==> config.mk <==
export PLATFORM = sky130hd
export DESIGN_NAME = btn_event_scheduler
export DESIGN_NICKNAME = d
export VERILOG_FILES = /design/src/rtl/btn_pkg.sv /design/src/rtl/btn_filter.sv /design/src/rtl/btn_event_scheduler.sv
export SDC_FILE = /design/constraint.sdc
export NUM_CORES = 1
export LEC_CHECK = 0
export BUFFER_PORTS_ARGS = -buffer_cell sky130_fd_sc_hd__buf_2
export CAP_MARGIN = 15
export CORE_MARGIN = 4
export CORE_UTILIZATION = 42
export CTS_CLUSTER_DIAMETER = 30
export DETAILED_ROUTE_END_ITERATION = 7
export MAX_ROUTING_LAYER = met4
export PLACE_DENSITY = 0.56
export SLEW_MARGIN = 10
export SYNTH_ARGS = -nofsm -noshare
export SYNTH_HDL_FRONTEND = slang
export SYNTH_HIERARCHICAL = 1
export SYNTH_SLANG_ARGS = --single-unit
==> constraint.sdc <==
create_clock -name clk -period 5.39 [get_ports clk]
set_clock_uncertainty 0.1 [all_clocks]
set_input_delay 1.078 -clock clk [delete_from_list [all_inputs] [get_ports clk]]
set_output_delay 1.078 -clock clk [all_outputs]
set_load 0.01 [all_outputs]
==> src/rtl/btn_pkg.sv <==
// rtl/btn_pkg.sv - shared constants and width helpers for the button event scheduler
package btn_pkg;

  localparam int N_BTN_DEFAULT = 5;

  // Bits needed to index n items, never below 1 so a single-button build still has an id port.
  function automatic int id_width(input int n);
    return (n > 2) ? $clog2(n) : 1;
  endfunction

  // Bits needed for the shared sample-rate counter that runs 0..div-1.
  function automatic int tick_width(input int div);
    return (div > 2) ? $clog2(div) : 1;
  endfunction

endpackage

==> src/rtl/btn_filter.sv <==
// rtl/btn_filter.sv - per-button synchroniser and stable-sample debounce filter
module btn_filter
  import btn_pkg::*;
#(
  parameter int STABLE_CNT = 3
) (
  input  logic clk,
  input  logic rst,
  input  logic tick,
  input  logic raw,
  output logic level
);

  localparam int CW = id_width(STABLE_CNT);

  logic          r_sync1;
  logic          r_sync2;
  logic          r_level;
  logic [CW-1:0] r_cnt;

  // Two-flop synchroniser for the asynchronous button pin.
  always_ff @(posedge clk or posedge rst) begin
    if (rst) begin
      r_sync1 <= 1'b0;
      r_sync2 <= 1'b0;
    end else begin
      r_sync1 <= raw;
      r_sync2 <= r_sync1;
    end
  end

  // On each tick, count consecutive samples that disagree with the level; flip once enough agree.
  always_ff @(posedge clk or posedge rst) begin
    if (rst) begin
      r_level <= 1'b0;
      r_cnt   <= '0;
    end else if (tick) begin
      if (r_sync2 == r_level) begin
        r_cnt <= '0;
      end else if (r_cnt == CW'(STABLE_CNT - 1)) begin
        r_level <= ~r_level;
        r_cnt   <= '0;
      end else begin
        r_cnt <= r_cnt + CW'(1);
      end
    end
  end

  assign level = r_level;

endmodule

==> src/rtl/btn_event_scheduler.sv <==
// rtl/btn_event_scheduler.sv - debounced button presses queued and handed out round-robin
module btn_event_scheduler
  import btn_pkg::*;
#(
  parameter int N_BTN      = N_BTN_DEFAULT,
  parameter int TICK_DIV   = 100000,
  parameter int STABLE_CNT = 3
) (
  input  logic                       clk,
  input  logic                       rst,
  input  logic [N_BTN-1:0]           btn_raw,
  input  logic                       ev_ready,
  input  logic                       clr_ovf,
  output logic                       ev_valid,
  output logic [id_width(N_BTN)-1:0] ev_id,
  output logic [N_BTN-1:0]           btn_level,
  output logic                       ovf
);

  localparam int IW = id_width(N_BTN);
  localparam int TW = tick_width(TICK_DIV);

  logic [TW-1:0]    r_tick_cnt;
  logic             w_tick;
  logic [N_BTN-1:0] w_level;
  logic [N_BTN-1:0] r_level_d;
  logic [N_BTN-1:0] w_rise;
  logic [N_BTN-1:0] r_pend;
  logic [N_BTN-1:0] w_clr;
  logic [N_BTN-1:0] w_drop;
  logic [IW-1:0]    w_grant;
  logic [IW-1:0]    w_idx;
  logic [IW-1:0]    r_last;
  logic [IW-1:0]    r_id;
  logic             w_found;
  logic             w_load;
  logic             r_valid;
  logic             r_ovf;

  assign w_tick = (r_tick_cnt == TW'(TICK_DIV - 1));

  // Shared sample-rate divider; one tick pulse per TICK_DIV clocks.
  always_ff @(posedge clk or posedge rst) begin
    if (rst) begin
      r_tick_cnt <= '0;
    end else if (w_tick) begin
      r_tick_cnt <= '0;
    end else begin
      r_tick_cnt <= r_tick_cnt + TW'(1);
    end
  end

  for (genvar gi = 0; gi < N_BTN; gi++) begin : g_filter
    btn_filter #(
      .STABLE_CNT(STABLE_CNT)
    ) u_filter (
      .clk  (clk),
      .rst  (rst),
      .tick (w_tick),
      .raw  (btn_raw[gi]),
      .level(w_level[gi])
    );
  end

  // Previous debounced level, so a press is a 0->1 step and a release is ignored.
  always_ff @(posedge clk or posedge rst) begin
    if (rst) begin
      r_level_d <= '0;
    end else begin
      r_level_d <= w_level;
    end
  end

  assign w_rise = w_level & ~r_level_d;

  // Round-robin pick: first pending index after the last grant, wrapping to 0.
  always_comb begin
    w_found = 1'b0;
    w_grant = '0;
    w_idx   = '0;
    for (int k = 1; k <= N_BTN; k++) begin
      w_idx = IW'((int'(r_last) + k) % N_BTN);
      if (!w_found && r_pend[w_idx]) begin
        w_found = 1'b1;
        w_grant = w_idx;
      end
    end
  end

  assign w_load = (!r_valid || ev_ready) && w_found;
  assign w_clr  = w_load ? (N_BTN'(1) << w_grant) : '0;
  assign w_drop = w_rise & r_pend & ~w_clr;

  // Pending set: a press landing on the bit being granted survives, so it is not lost.
  always_ff @(posedge clk or posedge rst) begin
    if (rst) begin
      r_pend <= '0;
    end else begin
      r_pend <= (r_pend & ~w_clr) | w_rise;
    end
  end

  // Output slot: refill whenever it is empty or being taken, otherwise hold.
  always_ff @(posedge clk or posedge rst) begin
    if (rst) begin
      r_valid <= 1'b0;
      r_id    <= '0;
      r_last  <= IW'(N_BTN - 1);
    end else if (w_load) begin
      r_valid <= 1'b1;
      r_id    <= w_grant;
      r_last  <= w_grant;
    end else if (ev_ready) begin
      r_valid <= 1'b0;
    end
  end

  // Sticky overflow on a dropped press; a fresh drop beats a clear in the same cycle.
  always_ff @(posedge clk or posedge rst) begin
    if (rst) begin
      r_ovf <= 1'b0;
    end else if (|w_drop) begin
      r_ovf <= 1'b1;
    end else if (clr_ovf) begin
      r_ovf <= 1'b0;
    end
  end

  assign ev_valid  = r_valid;
  assign ev_id     = r_id;
  assign btn_level = w_level;
  assign ovf       = r_ovf;

endmodule

## Word-level counts from Yosys, hierarchy flattened

Cells that the tools add are included.

| operators by class | value |
|---|---|
| bitwise logic cells | 17 |
| div/mod/pow operators | 5 |
| add/sub/neg operators | 11 |
| shifts and indexed selects | 1 |
| equal/unequal tests | 11 |
| muxes and demuxes | 36 |
| magnitude comparators | 5 |
| reduce and logical (&&, ||, !) cells | 19 |

Operator list:

| kind | number |
|---|---|
| modulo 32 x 4 -> 32 bit, second input constant | 5 |
| bitwise AND 5 bit | 4 |
| less-than comparator 3 x 4 -> 1 bit, second input constant | 5 |
| 2-to-1 mux 2 bit | 10 |
| adder 17 x 1 -> 17 bit, second input constant | 1 |
| equality test 17 bit, second input constant | 1 |
| 2-to-1 mux 17 bit | 1 |
| binary-select mux 1 bit (select 3 bit) | 5 |
| 2-to-1 mux 3 bit | 5 |
| AND reduction 3 bit | 5 |
| 2-to-1 mux 1 bit | 14 |
| adder 2 x 1 -> 2 bit, second input constant | 5 |
| equality test 2 bit, second input constant | 5 |
| NOT 1 bit | 10 |
| NOT 5 bit | 2 |
| adder 3 x 2 -> 4 bit, second input constant | 2 |
| adder 3 x 3 -> 4 bit, second input constant | 2 |
| equality test 1 bit | 5 |
| logical AND 1 bit | 5 |
| zero test 1 bit | 5 |
| 2-to-1 mux 5 bit | 1 |
| bitwise OR 5 bit | 1 |
| OR reduction 5 bit | 1 |
| left shift 1 x 3 -> 5 bit, first input constant | 1 |
| other kinds (3) | 4 |

| word-level totals | value |
|---|---|
| word-level logic and storage cells | 132 |
| flip-flop bits (word level) | 60 |

## Longest topological paths before layout

Gate-level depths: netlist of run 1.

| depth | value |
|---|---|
| depth after elaboration | 23 |
| gate-level depth with buffers | 21 |
| depth with buffers taken out | 19 |

## Cells and area by module

Netlist of run 1, hierarchy kept.

Modules (own cells, without submodules):

| module | cells an instance | instances | area each (um2) |
|---|---|---|---|
| btn_event_scheduler | 431 | 1 | 3402.0 |
| btn_filter | 15 | 5 | 192.7 |

## Least setup slack after synthesis of run 1

Ideal clock, no wire load.

| timing path | value |
|---|---|
| kind | reg-to-reg |
| start | reg r_last[0] |
| end | reg r_ovf (netlist: ovf) |
| required time | 5151 ps |
| slack | 70 ps |
| cell stages (with the launch flop) | 21 |
| library setup time | 139 ps |
| arrival time | 5081 ps |
| cells stage by stage | dfrtp_1 > buf_2 > inv_1 > clkbuf_1 > ha_1 > ha_1 > nor4b_1 > nor3_1 > xnor2_2 > ha_1 > nor2b_1 > or3_1 > o211a_1 > buf_2 > a311oi_1 > a31oi_1 > a2111oi_2 > o21ai_2 > nor3b_2 > a31oi_1 > or4_1 |

| between the ends | value |
|---|---|
| word-level cells in the longest chain between the ends | 23 |
| elaborated cells on any way between the ends | 46 |
| classes of those cells | add/sub: 5; div: 5; shift: 1; mux: 22; bitwise: 2; reduce/logical: 11 |

RTL lines:

| what | RTL line | source |
|---|---|---|
| start, declared | btn_event_scheduler.sv:33 | `logic [IW-1:0] r_last;` |
| start signal, assigned | btn_event_scheduler.sv:108 | `r_last <= IW'(N_BTN - 1);` |
| start signal, assigned | btn_event_scheduler.sv:112 | `r_last <= w_grant;` |
| adder 3 x 1 -> 4 bit | btn_event_scheduler.sv:82 | `w_idx = IW'((int'(r_last) + k) % N_BTN);` |
| modulo 32 x 4 -> 32 bit | btn_event_scheduler.sv:82 |  |
| binary-select mux 1 bit (select 3 bit) | btn_event_scheduler.sv:83 | `if (!w_found && r_pend[w_idx]) begin` |
| 2-to-1 mux 1 bit (implied by the code) | btn_event_scheduler.sv:83 |  |
| 2-to-1 mux 1 bit | btn_event_scheduler.sv:83 |  |
| zero test 1 bit | btn_event_scheduler.sv:83 |  |
| logical AND 1 bit | btn_event_scheduler.sv:83 |  |
| 2-to-1 mux 1 bit | btn_event_scheduler.sv:83 |  |
| (+7 left out) | n/a |  |
| logical AND 1 bit | btn_event_scheduler.sv:83 |  |
| 2-to-1 mux 3 bit / 2-to-1 mux 1 bit (equally long branches) | btn_event_scheduler.sv:83 |  |
| left shift 1 x 3 -> 5 bit / logical AND 1 bit (equally long branches) | btn_event_scheduler.sv:91, btn_event_scheduler.sv:90 |  |
| 2-to-1 mux 5 bit (*) | btn_event_scheduler.sv:91 | `assign w_clr = w_load ? (N_BTN'(1) << w_grant) : '0;` |
| NOT 5 bit (*) | btn_event_scheduler.sv:92 | `assign w_drop = w_rise & r_pend & ~w_clr;` |
| bitwise AND 5 bit (*) | btn_event_scheduler.sv:92 |  |
| OR reduction 5 bit (*) | btn_event_scheduler.sv:122 | `end else if (\|w_drop) begin` |
| 2-to-1 mux 1 bit / nonzero test 2 bit (equally long branches) | n/a |  |
| end signal, assigned | btn_event_scheduler.sv:121 | `r_ovf <= 1'b0;` |
| end signal, assigned | btn_event_scheduler.sv:123 | `r_ovf <= 1'b1;` |
| end signal, assigned | btn_event_scheduler.sv:125 | `r_ovf <= 1'b0;` |
| end, declared | btn_event_scheduler.sv:38 | `logic r_ovf;` |

Mark *: on every way between the ends. The rest lies on a longest branch, timed or not. The select of a mux whose other input is x is not followed.
A chain may end at the register's enable or synchronous reset.

## Final worst setup path of run 1

Same ends and word-level chain as after synthesis.

==> results.cfg, run 1 <==
[timing]
slew_headroom_pct = 61.3
fin_ws_ps = 344
worst_pin_slew_ps = 572
setup-tns-final_ps = 0
fmax_mhz = 198
setup_violations = 0
fin_crit_sh_pct = 93.6
whs_ps = 249
slew_viol_final = 0
finalHoldViolations = 0
fin_crit_ps = 5050
rsz0062_at_grt = false

[detailed_routing]
drc = 0
dr.pass1.iters = 6
wirelength_mm = 9.97
routedLengthMet1_mm = 4.61
dr_wl_met3_um = 412
drt_iter0_markers = 286
wl_per_cell_um = 14.9
drtAntennaViolNets = 0
wl_met2_mm = 4.78
maxUsedRoutingLayer = met4
vias = 3811
vias_per_cell = 5.71

[clock_network]
clk_path_buf_depth = 2
cts-root-buf = clkbuf_8
clock-sinks = 58
path_clk_slew_ps = 70
postCtsHoldBufs = 0
numCtsBuffers = 9
h-tree-depth = 3
cts_tree = built
clk_latency_ps = 330

[synth]
yosys_warnings = 6
synth-xor-area-share_pct = 6.59
netlist_area_um2 = 4370
synth-compound-area-share_pct = 20.6
avgSynthCellArea_um2 = 8.63
synth-simple-area-share_pct = 22.5
synth_cell_types = 69
synth_edf_count = 0
synth_seq_cells = 58
synth-adder-area-share_pct = 7.17
synth_top_family_by_area = simple AND/OR/NAND/NOR gates
async_flop_share_pct = 100
synth_nets = 540
synth_flop_cell = dfrtp_1
muxShareOfSynthArea_pct = 3.64
synth_seq_area_share_pct = 33.3
synthCells = 506

[place]
hpwlAfterDp_mm = 7.49
gp_congestion = 0.908
dpl_cell_area_um2 = 4640
portBuffers = 18
dp_slack_ps = 223

[status]
status = finished, final reports clean

[die]
num_rows = 36
die_x_um = 110
die_y_um = 110
start_util_pct = 43.9
boundaryPins = 19
core_um2 = 9950
die_area_um2 = 12100

[worst_setup_path]
crit_path_start_kind = flop
endpoint_kind = flop
arrival_ps = 5150
cp_max_fo = 8
critical_path_required_ps = 5500
path_class = reg2reg

[cells_and_area]
final_area_um2 = 4870
fillers = 961
final_util_pct = 48.9
nets = 563
areaGrowthSynthToFinish_pct = 11.6
diodes = 0
drive_gt1_share_pct = 14.6

[global_route]
grt_start_max_net_pins = 35
grt_pass1_vias = 3623
gr-usage-all-layers_pct = 18.3
grt_pass1_wl_mm = 17.1
antenna_found_initial = 0
grt-ovfl-total = 0

[pwr]
power_density_nw_per_um2 = 589
p_leak_nw = 2.09
irDropWorstVdd_mv = 0.234

[min_path]
hold_class = reg2reg

[flow_run]
max-cap-violations = 0
[final timing paths]
check / slack (ps) / cells past startpoint / from / to
min in group asynchronous: 590 / 2 / rst / g_filter[0].u_filter/r_cnt[1]
max in group asynchronous: 4080 / 3 / rst / r_last[2]
worst min register to register: 250 / 0 / g_filter[1].u_filter/r_sync1 / g_filter[1].u_filter/r_sync2
worst max-delay path: 340 / 19 / r_last[0] / ovf
worst min-delay path: 250 / 0 / g_filter[1].u_filter/r_sync1 / g_filter[1].u_filter/r_sync2
worst max register to register: 340 / 19 / r_last[0] / ovf
[layout make-up]
| type | count | area [um^2] | share of cell area [%] |
|---|---|---|---|
| multi-input combinational | 381 | 2670 | 54.8 |
| tap | 133 | 166 | 3.42 |
| inverter | 43 | 161 | 3.31 |
| clock inverter | 7 | 70.1 | 1.44 |
| sequential | 58 | 1450 | 29.8 |
| timing repair buffer | 36 | 225 | 4.62 |
| clock buffer | 9 | 124 | 2.54 |
[per-layer routing]
metal  track usage [%]  vias to the layer above
li1                  -                     1882
met1              23.7                     1821
met2              29.8                       94
met3              2.64                       14
met4              5.16                        0
met5                 -                        -
[flip-flops by register name, summed over array words and instances, names as in the netlist]
register and flops:
r_last 3, ovf 1, ev_valid 1, r_level_d 5, g_filter.u_filter/r_sync2 5, r_pend 5
g_filter.u_filter/r_cnt 10, g_filter.u_filter/r_sync1 5, r_tick_cnt 17, ev_id 1, g_filter.u_filter/level 5
[stage by stage]
| stage | std cells | power (mW) |
|---|---|---|
| 6_report | 667 | 2.87 |
| 5_1_grt | 667 | 3.13 |
| 4_1_cts | 665 | 2.82 |
| 2_1_floorplan | 506 | 1.99 |
| 3_3_place_gp | 649 | 2.40 |
| 3_5_place_dp | 649 | 2.41 |
[worst max-delay path, cell delays in order, from the launching register on]
cell and delay (ps):
dfrtp_1 390, buf_4 170, ha_1 220, xor2_1 160, ha_1 250, nor4b_2 340, nor3_1 140, xnor2_2 240
ha_1 240, nor2b_1 240, or3_1 170, o211a_2 280, nor4_1 80, a311oi_1 290, a31oi_1 190, a2111oi_2 430
o21ai_2 150, nor3b_2 250, a31oi_1 100, or4_1 500
[layout by cell type, fill, tap and decap left out, types with 6 or more instances in the layout]
cell type,n
a21o_1,6
o21ai_0,19
a21oi_1,20
o211ai_1,10
ha_1,25
xor2_1,11
nand2_1,40
nor2b_1,7
and2_1,7
inv_1,41
buf_4,18
nor3_1,6
nand3_1,19
dfrtp_1,57
nand3b_1,12
nand4_1,10
buf_2,18
o22ai_1,13
nor4_1,6
nor2_1,32
xnor2_1,20
clkbuf_8,9
mux2i_1,8
a211oi_1,6
mux2_2,7
[cell usage after synthesis, types with 9 or more instances]
| cell type | n | area [um^2] |
|---|---|---|
| a21oi_1 | 20 | 100 |
| o211ai_1 | 10 | 75.1 |
| ha_1 | 25 | 313 |
| clkbuf_1 | 9 | 33.8 |
| nor2_1 | 32 | 120 |
| nand4_1 | 10 | 62.6 |
| dfrtp_1 | 57 | 1430 |
| nand3_1 | 19 | 95.1 |
| xor2_1 | 11 | 96.3 |
| nand2_1 | 40 | 150 |
| inv_1 | 41 | 154 |
| o21ai_0 | 19 | 95.1 |
| o22ai_1 | 13 | 81.3 |
| nand3b_1 | 12 | 90.1 |
| xnor2_1 | 20 | 175 |
[report_power, final]
part	total, mW	switching [mW]	internal, mW
Sequential	0.499	0.0324	0.466
Clock	0.384	0.172	0.212
Combinational	1.98	1.20	0.782
[logic make-up (layout without fill, tap and decap cells)]
| group | Yosys count | after routing |
|---|---|---|
| adders and majority gates | 25 | 25 |
| DFF | 58 | 58 |
| buffers and inverters | 67 | 95 |
| xor gates and xnor gates | 32 | 32 |
| and+or+nand+nor | 180 | 180 |
| muxes | 15 | 15 |
| AOI/OAI and AO/OA | 129 | 129 |
[what timing repair did]
action	CTS	global route
setup buffers	0	2
setup endpoints to repair	0	2
resized for setup	0	5
Power figures use the tool's default switching activity.
==> run 2: changes to the inputs <==
Settings changed: CORE_UTILIZATION 42 to 57, PLACE_DENSITY 0.56 to 0.74.
==> run 2 against run 1 <==
Maximum frequency rose by 1.1%. Non-clock buffer count fell by 3. Register-to-register slack improved by 60 ps. Critical endpoint unchanged. Largest cell class unchanged.
==> results.cfg, run 2 (synthesis results as in run 1) <==
[worst_setup_path]
endpoint_kind = flop
cpPeakStageDelay_ps = 500
timing.critical_path.max_delay_family = simple AND/OR/NAND/NOR gates
worstSetupStartpoint = r_last[0]
cpMostUsedCell = ha_1
critical_path_required_ps = 5490
timing.rr.end = ovf
ff2ff_path_depth = 18
arrival_ps = 5090
crit_path_start_kind = flop
path_class = reg2reg
crit_slowest_cell = or4_1
path_cells = ha_1 > xor2_1 > ha_1 > nor4b_2 > nor3_1 > xnor2_2 > ha_1 > nor2b_1 > or3_1 > o211a_1 > nor4_1 > a311oi_1 > a31oi_1 > a2111oi_2 > o21ai_2 > nor3b_2 > a31oi_1 > or4_1
ff2ff_setup_slack_ps = 400
cp_max_fo = 8
r2r-start = r_last[0]
crit_buf_inv = 0

[clock_network]
clk_latency_ps = 330
path_clk_slew_ps = 70
numCtsBuffers = 9
h-tree-depth = 3
clk_path_buf_depth = 2
cts-root-buf = clkbuf_8
cts_tree = built
clock-sinks = 58

[cells_and_area]
reg_top3 = r_tick_cnt x17, g_filter.u_filter/r_cnt x10
regMostFlops = r_tick_cnt
areaGrowthSynthToFinish_pct = 10.7
nets = 560
fillers = 592
layout_common_cells = dfrtp_1 (57), inv_1 (41), nand2_1 (40), nor2_1 (32), ha_1 (25)
mostFrequentLayoutCell = dfrtp_1
largest_reg_flops = 17
drive_gt1_share_pct = 13.7
diodes = 0

[min_path]
hold_class = reg2reg
min_to = g_filter[2].u_filter/r_sync2
hold_depth = 0
worstHoldStart = g_filter[2].u_filter/r_sync1

[detailed_routing]
dr.pass1.iters = 5
vias_per_cell = 6.13
drc = 0
vias = 3865
drt_iter0_markers = 243
drtAntennaViolNets = 0
wl_per_cell_um = 16.5
wirelength_mm = 10.4

[timing]
finalHoldViolations = 0
worst_pin_slew_ps = 624
slew_headroom_pct = 57.8
rsz0062_at_grt = false
fmax_mhz = 200
setup_violations = 0
setup-tns-final_ps = 0
slew_viol_final = 0
fin_crit_ps = 4990
whs_ps = 251
fin_crit_sh_pct = 92.6

[global_route]
grt-ovfl-total = 0
grt_pass1_wl_mm = 17.6
antenna_found_initial = 0
grt_pass1_vias = 3749
grt_start_max_net_pins = 35
gr-usage-all-layers_pct = 25.4

[die]
start_util_pct = 59.5
core_um2 = 7330
num_rows = 31
die_area_um2 = 9120
die_x_um = 95.5
boundaryPins = 19
die_y_um = 95.5

[pwr]
power_density_nw_per_um2 = 600
irDropWorstVdd_mv = 0.276
p_leak_nw = 2.10

[place]
hpwlAfterDp_mm = 7.53
portBuffers = 18
gp_congestion = 0.931

[flow_run]
max-cap-violations = 0

[status]
status = finished, final reports clean
run 2: cell count changes in the layout (fill, tap and decap cells not counted):
cell       before  now
buf_4          18   15
a211oi_2        1    0
a21oi_4         1    0
clkinv_4        2    1
o211a_2         1    0
clkinv_2        3    0
a21oi_2         2    3
a211oi_1        6    7
inv_6           0    1
o211a_1         2    3
clkbuf_8        9   11
bufinv_16       1    2
run 2: layout make-up:
| type | instances | area (um^2) | area share [%] |
|---|---|---|---|
| Tap cell | 99 | 124 | 2.56 |
| Clock buffer | 11 | 151 | 3.13 |
| Timing Repair Buffer | 33 | 203 | 4.19 |
| Sequential cell | 58 | 1450 | 30.0 |
| Inverter | 43 | 161 | 3.34 |
| Clock inverter | 5 | 85.1 | 1.76 |
| Multi-Input combinational cell | 381 | 2660 | 55.0 |
run 2: worst max-delay path by stage:
stage | to | slack (ps) | cells past startpoint
floorplan | ovf | 70 | 20
global placement | ovf | 610 | 18
detailed placement | ovf | 370 | 18
CTS | ovf | 360 | 18
global route | ovf | 30 | 18
finish | ovf | 400 | 18
run 2: power by group:
part	internal, mW	switching [mW]
registers	0.466	0.0259
logic	0.744	1.20
clock network	0.288	0.173
total	1.50	1.40
run 2: per-stage QoR:
stage / setup slack, ps / total power [mW] / std cells / utilization, % / cell area (um^2)
floorplan: 70.4 / 1.99 / 506 / - / 4370
global placement: 607 / 2.35 / 614 / 62.6 / 4590
detailed placement: 365 / 2.39 / 614 / 62.6 / 4590
CTS: 358 / 2.86 / 630 / 65.8 / 4820
global route: 33.8 / 3.14 / 630 / 65.9 / 4830
finish: 401 / 2.90 / 630 / 65.9 / 4830
run 2: layer usage:
metal	vias up	track usage (%)	routed length, um
met1	1856	31.5	4520
li1	1871	-	-
met5	-	-	0
met2	123	42.5	5200
met4	0	7.23	130
met3	15	4.58	530
run 2: timing repair:
action / in CTS / in global routing
endpoints found under the hold margin: 0 / 0
hold buffers: 0 / 0
endpoints found under the setup margin: 0 / 1
resized for setup: 0 / 2
buffers inserted: 0 / 0
==> run 3: changes to the inputs <==
Settings changed: SYNTH_HIERARCHICAL 1 to default.
==> run 3 against run 2 <==
Routed wire length is 4.7% lower. Sequential share of layout area is 0.62 points higher. Clock-buffer cell count fell by 1. Worst setup slack lost 68 ps. Synthesized cell count decreased by 9.9%. Clock power down 19%. Sequential cell count stayed put. Highest routed layer unchanged. Register-to-register slack lost 70 ps. Cell area shrank 2.0%. Largest cell class unchanged. Die area is 0.60% higher.
==> results.cfg, run 3 <==
[cells_and_area]
nets = 503
regMostFlops = r_tick_cnt
mostFrequentLayoutCell = dfrtp_1
layout_common_cells = dfrtp_1 (57), nand2_1 (30), ha_1 (27), inv_1 (23), nor2_1 (23)
areaGrowthSynthToFinish_pct = 7.80
largest_reg_flops = 17
diodes = 0
reg_top3 = r_tick_cnt x17, g_filter.u_filter.r_cnt x10
final_util_pct = 64.3
drive_gt1_share_pct = 18.0
stdcell_count = 570

[synth]
synth_seq_cells = 58
synth_seq_area_share_pct = 33.1
synthCells = 456
yosysTopAreaCell = dfrtp_1
async_flop_share_pct = 100
synth_cell_types = 87
yosysMostFrequentCell = dfrtp_1
synth_edf_count = 0
yosys_warnings = 0
synth_area_leaders = dfrtp_1 (32%), ha_1 (7.7%), xnor2_1 (3.2%)
synth_flop_cell = dfrtp_1
synth_nets = 493
yosys-top-cells-count = dfrtp_1 (57), nand2_1 (30), ha_1 (27)
netlist_area_um2 = 4390
synth_top_area_share_pct = 32.5
avgSynthCellArea_um2 = 9.64

[timing]
setup_violations = 0
fin_ws_ps = 332
worst_pin_slew_ps = 811
whs_ps = 247
slew_viol_final = 0
fmax_mhz = 198
fin_crit_ps = 5060
slew_headroom_pct = 45.8
fin_crit_sh_pct = 93.8
finalHoldViolations = 0

[global_route]
grt_pass1_vias = 3395
grt_pass1_wl_mm = 16.2
grt-ovfl-total = 0
gr-usage-all-layers_pct = 23.3
grt_start_max_net_pins = 59
antenna_found_initial = 0

[pwr]
pwr-share-clk_pct = 15.5
switching_share_pct = 46.9
p_sw_mw = 1.13
power_density_nw_per_um2 = 507
combPwrFrac_pct = 64.1
power.total_mw = 2.40
p_leak_nw = 2.11
seq_power_share_pct = 20.4
p_int_mw = 1.27
irDropWorstVdd_mv = 0.333

[detailed_routing]
drc = 0
dr.pass1.iters = 4
vias = 3547
drt_iter0_markers = 241
wl_per_cell_um = 17.4
vias_per_cell = 6.22
drtAntennaViolNets = 0
wirelength_mm = 9.89

[die]
core_um2 = 7370
die_area_um2 = 9180
die_x_um = 95.8
start_util_pct = 59.6
num_rows = 31
boundaryPins = 19
die_y_um = 95.8

[worst_setup_path]
worstSetupStartpoint = r_last[2]
crit_path_start_kind = flop
r2r-start = r_last[2]
cp_max_fo = 9
arrival_ps = 5140
critPathCapture = ovf
path_class = reg2reg
endpoint_kind = flop
ff2ff_path_depth = 18
ff2ff_setup_slack_ps = 330
timing.rr.end = ovf
critical_path_required_ps = 5470

[flow_run]
max-cap-violations = 0

[place]
place_inst = 554
hpwlAfterDp_mm = 7.20
dp_slack_ps = 182
gp_congestion = 0.942
portBuffers = 18

[clock_network]
clock-sinks = 58
cts-root-buf = clkbuf_8
numCtsBuffers = 9
clk_latency_ps = 320
path_clk_slew_ps = 60
cts_tree = built
h-tree-depth = 3
clk_path_buf_depth = 2

[min_path]
hold_class = reg2reg

[status]
status = finished, final reports clean
==> run 3: cell count changes after synthesis, sizes merged, moves of 5 or more <==
| cell | before | now |
|---|---|---|
| nand2b | 4 | 16 |
| nand3b | 12 | 0 |
| nand2 | 40 | 32 |
| o21ai | 22 | 16 |
| inv | 42 | 26 |
| nor3 | 6 | 11 |
| o22ai | 13 | 4 |
| o211ai | 10 | 3 |
| a31oi | 5 | 11 |
| nor2 | 32 | 23 |
| a21oi | 23 | 5 |
==> run 3: worst min-delay path by stage <==
stage                                         to  slack, ps  cells past startpoint                         start
floorplan           g_filter[0].u_filter.r_sync2        230                      0  g_filter[0].u_filter.r_sync1
global placement    g_filter[4].u_filter.r_sync2        230                      0  g_filter[4].u_filter.r_sync1
detailed placement  g_filter[1].u_filter.r_sync2        240                      0  g_filter[1].u_filter.r_sync1
CTS                 g_filter[1].u_filter.r_sync2        250                      0  g_filter[1].u_filter.r_sync1
global route        g_filter[3].u_filter.r_sync2        260                      0  g_filter[3].u_filter.r_sync1
finish              g_filter[1].u_filter.r_sync2        250                      0  g_filter[1].u_filter.r_sync1
==> run 3: through the flow <==
stage                     setup TNS [ps]  cell area, um^2
final                                  0             4740
after global routing               -5.18             4740
after CTS                              0             4700
after detailed placement               0             4520
after global placement                 0             4520
after floorplan                        0             4390
==> run 3: timing repair <==
action,4_1_cts,5_1_grt
gates resized for setup,0,7
buffers inserted,0,0
endpoints found under the setup margin,0,7
hold buffers,0,0
==> run 3: kinds of logic after synthesis <==
| logic type | share of synthesized area, % |
|---|---|
| XOR/XNOR | 6.35 |
| buffers and inverters | 5.75 |
| flip-flops | 33.1 |
| AND/OR/NAND/NOR | 20.9 |
| adder cells (fa/ha/maj) | 8.14 |
| multiplexers | 3.82 |
| AO/OA/AOI/OAI | 22.0 |
==> run 3: power groups by stage <==
stage          Sequential, mW  Combinational, mW  Clock, mW
6_report                0.488               1.54      0.373
4_1_cts                 0.489               1.49      0.384
2_1_floorplan           0.497               1.18          0
3_3_place_gp            0.494               1.45          0
5_1_grt                 0.493               1.67      0.406
3_5_place_dp            0.497               1.47          0
==> run 3: cell type report <==
class	instances	area, um^2
inverter	27	101
clock buffer	10	128
fill	588	2630
clock inverter	6	57.6
tap	99	124
timing repair buffer	26	150
multi-input combinational	344	2720
sequential	58	1450
==> run 3: routing by layer <==
layer	routed length [um]	GRT usage, %	part of all wire (%)
met1	4320	28.9	44
met2	5000	38.9	51
met3	349	3.60	3.5
met4	220	8.06	2.2
met5	0	-	0
==> run 3: critical path, stage by stage, from the launching register on <==
cell,delay [ps]
dfstp_2,620
inv_2,110
ha_1,310
o21a_2,280
a21oi_1,160
xnor2_1,170
ha_1,200
fa_1,170
a21boi_2,300
a32oi_1,170
o32ai_2,410
o211ai_1,220
a31o_1,300
a311oi_2,320
a221oi_2,120
o31ai_4,420
nor2_1,120
a311oi_1,240
o2111ai_1,150
